$ cat config.mk
export PLATFORM = sky130hd
export DESIGN_NAME = sensor_cmd_tx
export DESIGN_NICKNAME = d
export VERILOG_FILES = /design/src/rtl/sensor_cmd_tx_pkg.sv /design/src/rtl/sensor_cmd_tx_uart.sv /design/src/rtl/sensor_cmd_tx.sv
export SDC_FILE = /design/constraint.sdc
export NUM_CORES = 1
export LEC_CHECK = 0
export ABC_AREA = 1
export BUFFER_PORTS_ARGS = -buffer_cell sky130_fd_sc_hd__buf_2
export CORE_MARGIN = 4
export CORE_UTILIZATION = 32
export CTS_CLUSTER_SIZE = 24
export DETAILED_ROUTE_END_ITERATION = 10
export SETUP_SLACK_MARGIN = 0.2
export SYNTH_ARGS = -nofsm -noshare
export SYNTH_HDL_FRONTEND = slang
export SYNTH_SLANG_ARGS = --single-unit
export TNS_END_PERCENT = 10
$ cat constraint.sdc
create_clock -name clk_uart -period 2.5 [get_ports clk_uart]
set_input_delay 0.375 -clock clk_uart [delete_from_list [all_inputs] [get_ports clk_uart]]
set_output_delay 0.375 -clock clk_uart [all_outputs]
set_load 0.02 [all_outputs]
$ cat src/rtl/sensor_cmd_tx_pkg.sv
// Shared definitions for the sensor command transmitter: frame header,
// frame length, command record and the state encodings of both FSMs.
package sensor_cmd_tx_pkg;

  localparam logic [7:0] HDR0      = 8'hFF;
  localparam logic [7:0] HDR1      = 8'hAA;
  localparam int         FRAME_LEN = 5;

  typedef struct packed {
    logic [7:0]  reg_addr;
    logic [15:0] data;
  } cmd_t;

  typedef enum logic [1:0] {
    TX_IDLE,
    TX_START,
    TX_DATA,
    TX_STOP
  } bit_state_t;

  typedef enum logic [1:0] {
    SEQ_IDLE,
    SEQ_SEND,
    SEQ_GAP
  } seq_state_t;

  // Byte at position idx of the frame: header, register, data low, data high.
  function automatic logic [7:0] frame_byte(cmd_t cmd, logic [2:0] idx);
    case (idx)
      3'd0:    return HDR0;
      3'd1:    return HDR1;
      3'd2:    return cmd.reg_addr;
      3'd3:    return cmd.data[7:0];
      default: return cmd.data[15:8];
    endcase
  endfunction

endpackage

$ cat src/rtl/sensor_cmd_tx_uart.sv
// 8N1 byte serialiser. A start request during the final stop-bit cycle
// chains straight into the next start bit so bytes go out back-to-back.
module uart_byte_tx
  import sensor_cmd_tx_pkg::*;
#(
  parameter int CLKS_PER_BIT = 1042
) (
  input  logic       clk_uart,
  input  logic       reset_n,
  input  logic       start,
  input  logic [7:0] data,
  output logic       done,
  output logic       tx
);

  bit_state_t  state_q, state_d;
  logic [15:0] clk_cnt_q;
  logic [2:0]  bit_idx_q;
  logic [7:0]  byte_q;
  logic        bit_end;

  assign bit_end = (clk_cnt_q == 16'(CLKS_PER_BIT - 1));

  always_ff @(posedge clk_uart or negedge reset_n) begin
    if (!reset_n) state_q <= TX_IDLE;
    else          state_q <= state_d;
  end

  always_comb begin
    state_d = state_q;
    case (state_q)
      TX_IDLE:  if (start) state_d = TX_START;
      TX_START: if (bit_end) state_d = TX_DATA;
      TX_DATA:  if (bit_end && bit_idx_q == 3'd7) state_d = TX_STOP;
      TX_STOP:  if (bit_end) state_d = start ? TX_START : TX_IDLE;
      default:  state_d = TX_IDLE;
    endcase
  end

  always_comb begin
    done = (state_q == TX_STOP) && bit_end;
  end

  // The line value is computed from the next state so tx stays a plain flop.
  always_ff @(posedge clk_uart or negedge reset_n) begin
    if (!reset_n) begin
      clk_cnt_q <= '0;
      bit_idx_q <= '0;
      byte_q    <= '0;
      tx        <= 1'b1;
    end else begin
      if (state_q == TX_IDLE || bit_end) clk_cnt_q <= '0;
      else                               clk_cnt_q <= clk_cnt_q + 16'd1;

      if (state_d == TX_START && state_q != TX_START) byte_q <= data;

      if (state_q == TX_DATA && bit_end) bit_idx_q <= bit_idx_q + 3'd1;

      case (state_d)
        TX_START: tx <= 1'b0;
        TX_DATA:  tx <= byte_q[(state_q == TX_DATA && bit_end) ? bit_idx_q + 3'd1 : bit_idx_q];
        default:  tx <= 1'b1;
      endcase
    end
  end

endmodule

$ cat src/rtl/sensor_cmd_tx.sv
// Frames a sensor register write (FF AA reg lo hi) onto the serial line
// toward the wireless module, followed by an idle gap.
module sensor_cmd_tx
  import sensor_cmd_tx_pkg::*;
#(
  parameter int CLKS_PER_BIT = 1042,
  parameter int GAP_BITS     = 10
) (
  input  logic        clk_uart,
  input  logic        reset_n,
  input  logic        cmd_valid,
  output logic        cmd_ready,
  input  logic [7:0]  cmd_reg,
  input  logic [15:0] cmd_data,
  output logic        wireless_rx,
  output logic        busy
);

  seq_state_t  state_q, state_d;
  logic        ready_en_q;
  cmd_t        cmd_q;
  logic [2:0]  byte_idx_q;
  logic [15:0] gap_clk_q;
  logic [7:0]  gap_bit_q;
  logic        accept;
  logic        last_byte;
  logic        gap_bit_end;
  logic        gap_end;
  logic        tx_start;
  logic        tx_done;
  logic [7:0]  tx_byte;

  // ready_en_q holds off acceptance until the first edge after reset.
  assign cmd_ready   = ready_en_q && (state_q == SEQ_IDLE);
  assign accept      = cmd_valid && cmd_ready;
  assign last_byte   = (byte_idx_q == 3'(FRAME_LEN - 1));
  assign gap_bit_end = (gap_clk_q == 16'(CLKS_PER_BIT - 1));
  assign gap_end     = gap_bit_end && (gap_bit_q == 8'(GAP_BITS - 1));

  always_ff @(posedge clk_uart or negedge reset_n) begin
    if (!reset_n) state_q <= SEQ_IDLE;
    else          state_q <= state_d;
  end

  always_comb begin
    state_d = state_q;
    case (state_q)
      SEQ_IDLE: if (accept) state_d = SEQ_SEND;
      SEQ_SEND: if (tx_done && last_byte) state_d = (GAP_BITS == 0) ? SEQ_IDLE : SEQ_GAP;
      SEQ_GAP:  if (gap_end) state_d = SEQ_IDLE;
      default:  state_d = SEQ_IDLE;
    endcase
  end

  always_comb begin
    busy     = ready_en_q && (state_q != SEQ_IDLE);
    tx_start = accept || (state_q == SEQ_SEND && tx_done && !last_byte);
    tx_byte  = accept ? HDR0 : frame_byte(cmd_q, byte_idx_q + 3'd1);
  end

  always_ff @(posedge clk_uart or negedge reset_n) begin
    if (!reset_n) begin
      ready_en_q <= 1'b0;
      cmd_q      <= '0;
      byte_idx_q <= '0;
      gap_clk_q  <= '0;
      gap_bit_q  <= '0;
    end else begin
      ready_en_q <= 1'b1;

      if (accept) begin
        cmd_q      <= '{reg_addr: cmd_reg, data: cmd_data};
        byte_idx_q <= '0;
      end else if (state_q == SEQ_SEND && tx_done && !last_byte) begin
        byte_idx_q <= byte_idx_q + 3'd1;
      end

      if (state_q != SEQ_GAP) begin
        gap_clk_q <= '0;
        gap_bit_q <= '0;
      end else if (gap_bit_end) begin
        gap_clk_q <= '0;
        gap_bit_q <= gap_bit_q + 8'd1;
      end else begin
        gap_clk_q <= gap_clk_q + 16'd1;
      end
    end
  end

  uart_byte_tx #(
    .CLKS_PER_BIT(CLKS_PER_BIT)
  ) u_byte_tx (
    .clk_uart(clk_uart),
    .reset_n (reset_n),
    .start   (tx_start),
    .data    (tx_byte),
    .done    (tx_done),
    .tx      (wireless_rx)
  );

endmodule

==> impl_table.tex <==
\begin{tabular}{lr}
\hline
Metric & Value \\
\hline
\multicolumn{2}{l}{\textbf{Placed design}} \\
Post-place setup slack & 0.5184 ns \\
Number of port buffers & 29 \\
Placer Congestion & 0.9104 \\
Placed Instances & 729 \\
Placed wire-length estimate after detailed placement & 6597 um \\
\multicolumn{2}{l}{\textbf{Yosys}} \\
Cells taking the most area after synthesis & sky130\_fd\_sc\_hd\_\_dfrtp\_1 (48\%), sky130\_fd\_sc\_hd\_\_nand2\_1 (12\%), sky130\_fd\_sc\_hd\_\_inv\_1 (5.4\%) \\
Most frequent cell after synthesis & sky130\_fd\_sc\_hd\_\_nand2\_1 \\
Register bit total from synthesis & 84 \\
Area of the mapped netlist & 0.004329 mm\^{}2 \\
Yosys warning total & 0 \\
Number of distinct library cells after synthesis & 39 \\
Share of flip-flops with an asynchronous set or reset after synthesis & 100.0\% \\
Post-synthesis cell type with the largest combined area & sky130\_fd\_sc\_hd\_\_dfrtp\_1 \\
Cell count after synthesis & 523 \\
Share of synthesized area occupied by flip-flops and latches & 48.58\% \\
Ys flop type & sky130\_fd\_sc\_hd\_\_dfrtp\_1 \\
Top cells by instance count after synthesis & sky130\_fd\_sc\_hd\_\_nand2\_1 (137), sky130\_fd\_sc\_hd\_\_dfrtp\_1 (83), sky130\_fd\_sc\_hd\_\_inv\_1 (62) \\
Net count after synthesis & 563 \\
Proportion of netlist area held by the largest area contributor & 47.98\% \\
Post-synth EDFFs & 0 \\
Avg Cell Area, Syn & 8.278 um\^{}2 \\
\multicolumn{2}{l}{\textbf{Timing}} \\
Setup TNS & 0 ns \\
Peak clock frequency supported by timing & 0.4959 GHz \\
Clock Skew & 0.009131 ns \\
Relative max-transition margin & 51.46\% \\
Fin crit period & 2.017 ns \\
Hold Worst Slack & 0.1031 ns \\
Unrepaired setup endpoints after global routing & no \\
Setup WS post-layout & 0.4834 ns \\
Final Max Slew Viols & 0 \\
Hold violation total from the final report & 0 \\
Final worst path period share & 80.66\% \\
Tightest Pin Transition & 0.7281 ns \\
\# setup viols final & 0 \\
\multicolumn{2}{l}{\textbf{Floorplan}} \\
Area of the core region & 0.01324 mm\^{}2 \\
Top-Level Pins & 30 \\
DIE WIDTH & 124.3 um \\
Die area & 0.01545 mm\^{}2 \\
Overall die height & 124.3 um \\
Initial cell density of the core & 32.69\% \\
Standard-cell row count & 42 \\
\multicolumn{2}{l}{\textbf{Critical path}} \\
Required @ worst endpoint & 2.72 ns \\
Stages on worst setup path & 7 \\
Kind of critical path & reg -> reg \\
Setup slack on the worst flop-to-flop path & 0.48 ns \\
CP Buf/Inv Count & 1 \\
Critical path capture point type & flop \\
Ordered cell list for the critical path & ha\_1 -> xnor2\_2 -> o21ai\_1 -> nand3\_1 -> inv\_2 -> a211oi\_1 -> o21ai\_2 \\
Largest delay contributor family on the critical path & compound AO/OA/AOI/OAI gates \\
Crit Path Max Fanout & 10 \\
Data arrival at the endpoint of the critical path & 2.24 ns \\
Length in cells of the worst reg-to-reg path & 7 \\
Library cell contributing the largest single delay on the critical path & sky130\_fd\_sc\_hd\_\_dfrtp\_1 \\
Maximum single-stage delay on the critical path & 0.45 ns \\
Crit path launch type & flop \\
\multicolumn{2}{l}{\textbf{Detailed routing}} \\
Detailed-route via count & 3,525 \\
First-iteration detailed-routing DRC count & 185 \\
Residual antenna-violating net count after detailed routing & 0 \\
Post-DR wirelength/cell & 11.86 um \\
DRC violation count after routing & 0 \\
Per-cell via count in the routed design & 4.732 \\
Number of detailed-routing iterations run before antenna repair & 5 \\
Total wire length & 8835 um \\
\multicolumn{2}{l}{\textbf{Clock network}} \\
Cts repair resizes & 0 \\
Clock root cell & sky130\_fd\_sc\_hd\_\_clkbuf\_16 \\
Clock Sinks & 84 \\
Register clock-pin slew on the reported worst setup and hold paths & 0.06 ns \\
Depth of the CTS H-tree & 3 \\
Hold-fix buffers, CTS & 0 \\
Buffers inserted by post-CTS timing repair & 0 \\
Clock network latency to the later pin of the worst-skew pair & 0.34 ns \\
TritonCTS clock tree & built \\
Maximum buffer depth of the clock tree & 2 \\
TritonCTS Buffers & 9 \\
\multicolumn{2}{l}{\textbf{Hold path}} \\
Path type of the worst min-delay path & in -> async \\
\multicolumn{2}{l}{\textbf{Cells and area}} \\
Number of fill cells in the layout & 1,369 \\
Layout-stage area growth over the synthesis result & 15.95\% \\
Antenna diode instance count & 0 \\
Storage cell area & 0.002103 mm\^{}2 \\
Count of non-filler cells in the finished layout & 745 \\
Multi-input logic area & 0.001933 mm\^{}2 \\
Proportion of layout cells with a drive suffix above 1 & 16.34\% \\
Net total in the final layout & 604 \\
\multicolumn{2}{l}{\textbf{Global routing}} \\
Number of antenna violations at the first check in global routing & 0 \\
Maximum number of pins on one net before global-route repair & 58 \\
First-pass GRT wire length & 16,100 um \\
Vias in the first global route & 3,544 \\
Total routing resource utilization after global routing & 12.27\% \\
Grt ovf & 0 \\
\multicolumn{2}{l}{\textbf{Power and ir drop}} \\
Gate power share & 1.9\% \\
Overall power after layout & 2748 uW \\
Standby leakage power & 0.002483 uW \\
Pwr/cell area & 547.4 mW/mm\^{}2 \\
Switching share of total power & 21.54\% \\
Maximum vdd drop & 0.3142 mV \\
Switching pwr & 592.0 uW \\
Proportion of power drawn by flip-flops and latches & 49.5\% \\
P\_int & 2156 uW \\
Clock power frac & 48.6\% \\
\multicolumn{2}{l}{\textbf{Job}} \\
Number of max-cap violations & 0 \\
\multicolumn{2}{l}{\textbf{Status}} \\
Status & complete, no violations \\
\hline
\end{tabular}
cell usage in the layout (no fill, tap or decap), drive strengths merged, types with 8 or more instances in the layout:
master / synthesis / layout
ha: 13 / 13
clkbuf: 3 / 9
a21oi: 17 / 17
nand2: 146 / 146
nand4: 10 / 10
buf: 5 / 38
nor3: 14 / 14
inv: 65 / 67
nand3: 37 / 37
o21ai: 39 / 39
dfrtp: 83 / 83
nor2: 49 / 49
a211oi: 8 / 8
registers in the layout (all words and copies together) (netlist names):
signal / cells
u_byte_tx.clk_cnt_q: 16
ready_en_q: 1
u_byte_tx.tx: 1
gap_clk_q: 16
gap_bit_q: 8
byte_idx_q: 3
cmd_q: 24
u_byte_tx.state_q: 2
state_q: 2
u_byte_tx.bit_idx_q: 3
u_byte_tx.byte_q: 8
cells by family after synthesis:
family                     after synthesis  share of synthesized area, %
and+or+nand+nor                        273                         29.28
DFF                                     84                         48.58
buffers and inverters                   74                         6.763
AOI/OAI and AO/OA                       71                         9.942
adders and majority gates               13                         3.757
xor gates and xnor gates                 7                         1.590
other                                    1                       0.08662
path summary, 6_finish.rpt:
| path | startpoint | endpoint |
|---|---|---|
| max | byte_idx_q[0] | u_byte_tx.byte_q[3] |
| min | reset_n | cmd_q[1] |
| max reg2reg | byte_idx_q[0] | u_byte_tx.byte_q[3] |
| min reg2reg | u_byte_tx.clk_cnt_q[15] | u_byte_tx.clk_cnt_q[15] |
| max in group asynchronous | reset_n | cmd_q[7] |
| min in group clk_uart | cmd_reg[4] | cmd_q[20] |
through the flow:
| step | cell area (um^2) | util, % |
|---|---|---|
| final | 5020 | 37.91 |
| after global routing | 5020 | 37.91 |
| after CTS | 5020 | 37.91 |
| after detailed placement | 4720 | 35.64 |
| after global placement | 4720 | 35.64 |
| after floorplan | 4329 | - |
power groups by stage:
| stage | combinational [uW] | clock (uW) | sequential, uW |
|---|---|---|---|
| floorplan | 2.10 | 0 | 1390 |
| global placement | 54.0 | 0 | 1390 |
| detailed placement | 54.2 | 0 | 1390 |
| CTS | 54.4 | 1380 | 1360 |
| global route | 61.2 | 1450 | 1360 |
| finish | 51.2 | 1340 | 1360 |
layer usage:
layer / routed length (um) / vias up / track usage (%)
met5: 0 / - / 0
met4: 258 / 0 / 6.319
met3: 338 / 17 / 2.187
met2: 4215 / 77 / 19.94
met1: 4022 / 1645 / 15.63
li1: - / 1786 / -
area by class of cell:
| cell class | count | area share [%] |
|---|---|---|
| inverters | 66 | 4.935 |
| multi-input cells | 365 | 38.51 |
| clock buffers | 9 | 4.487 |
| well taps | 176 | 4.387 |
| clock inverters | 7 | 1.496 |
| flip-flops and latches | 84 | 41.90 |
| repair buffers | 38 | 4.287 |
Note: power is estimated with default switching activity, not from simulation.
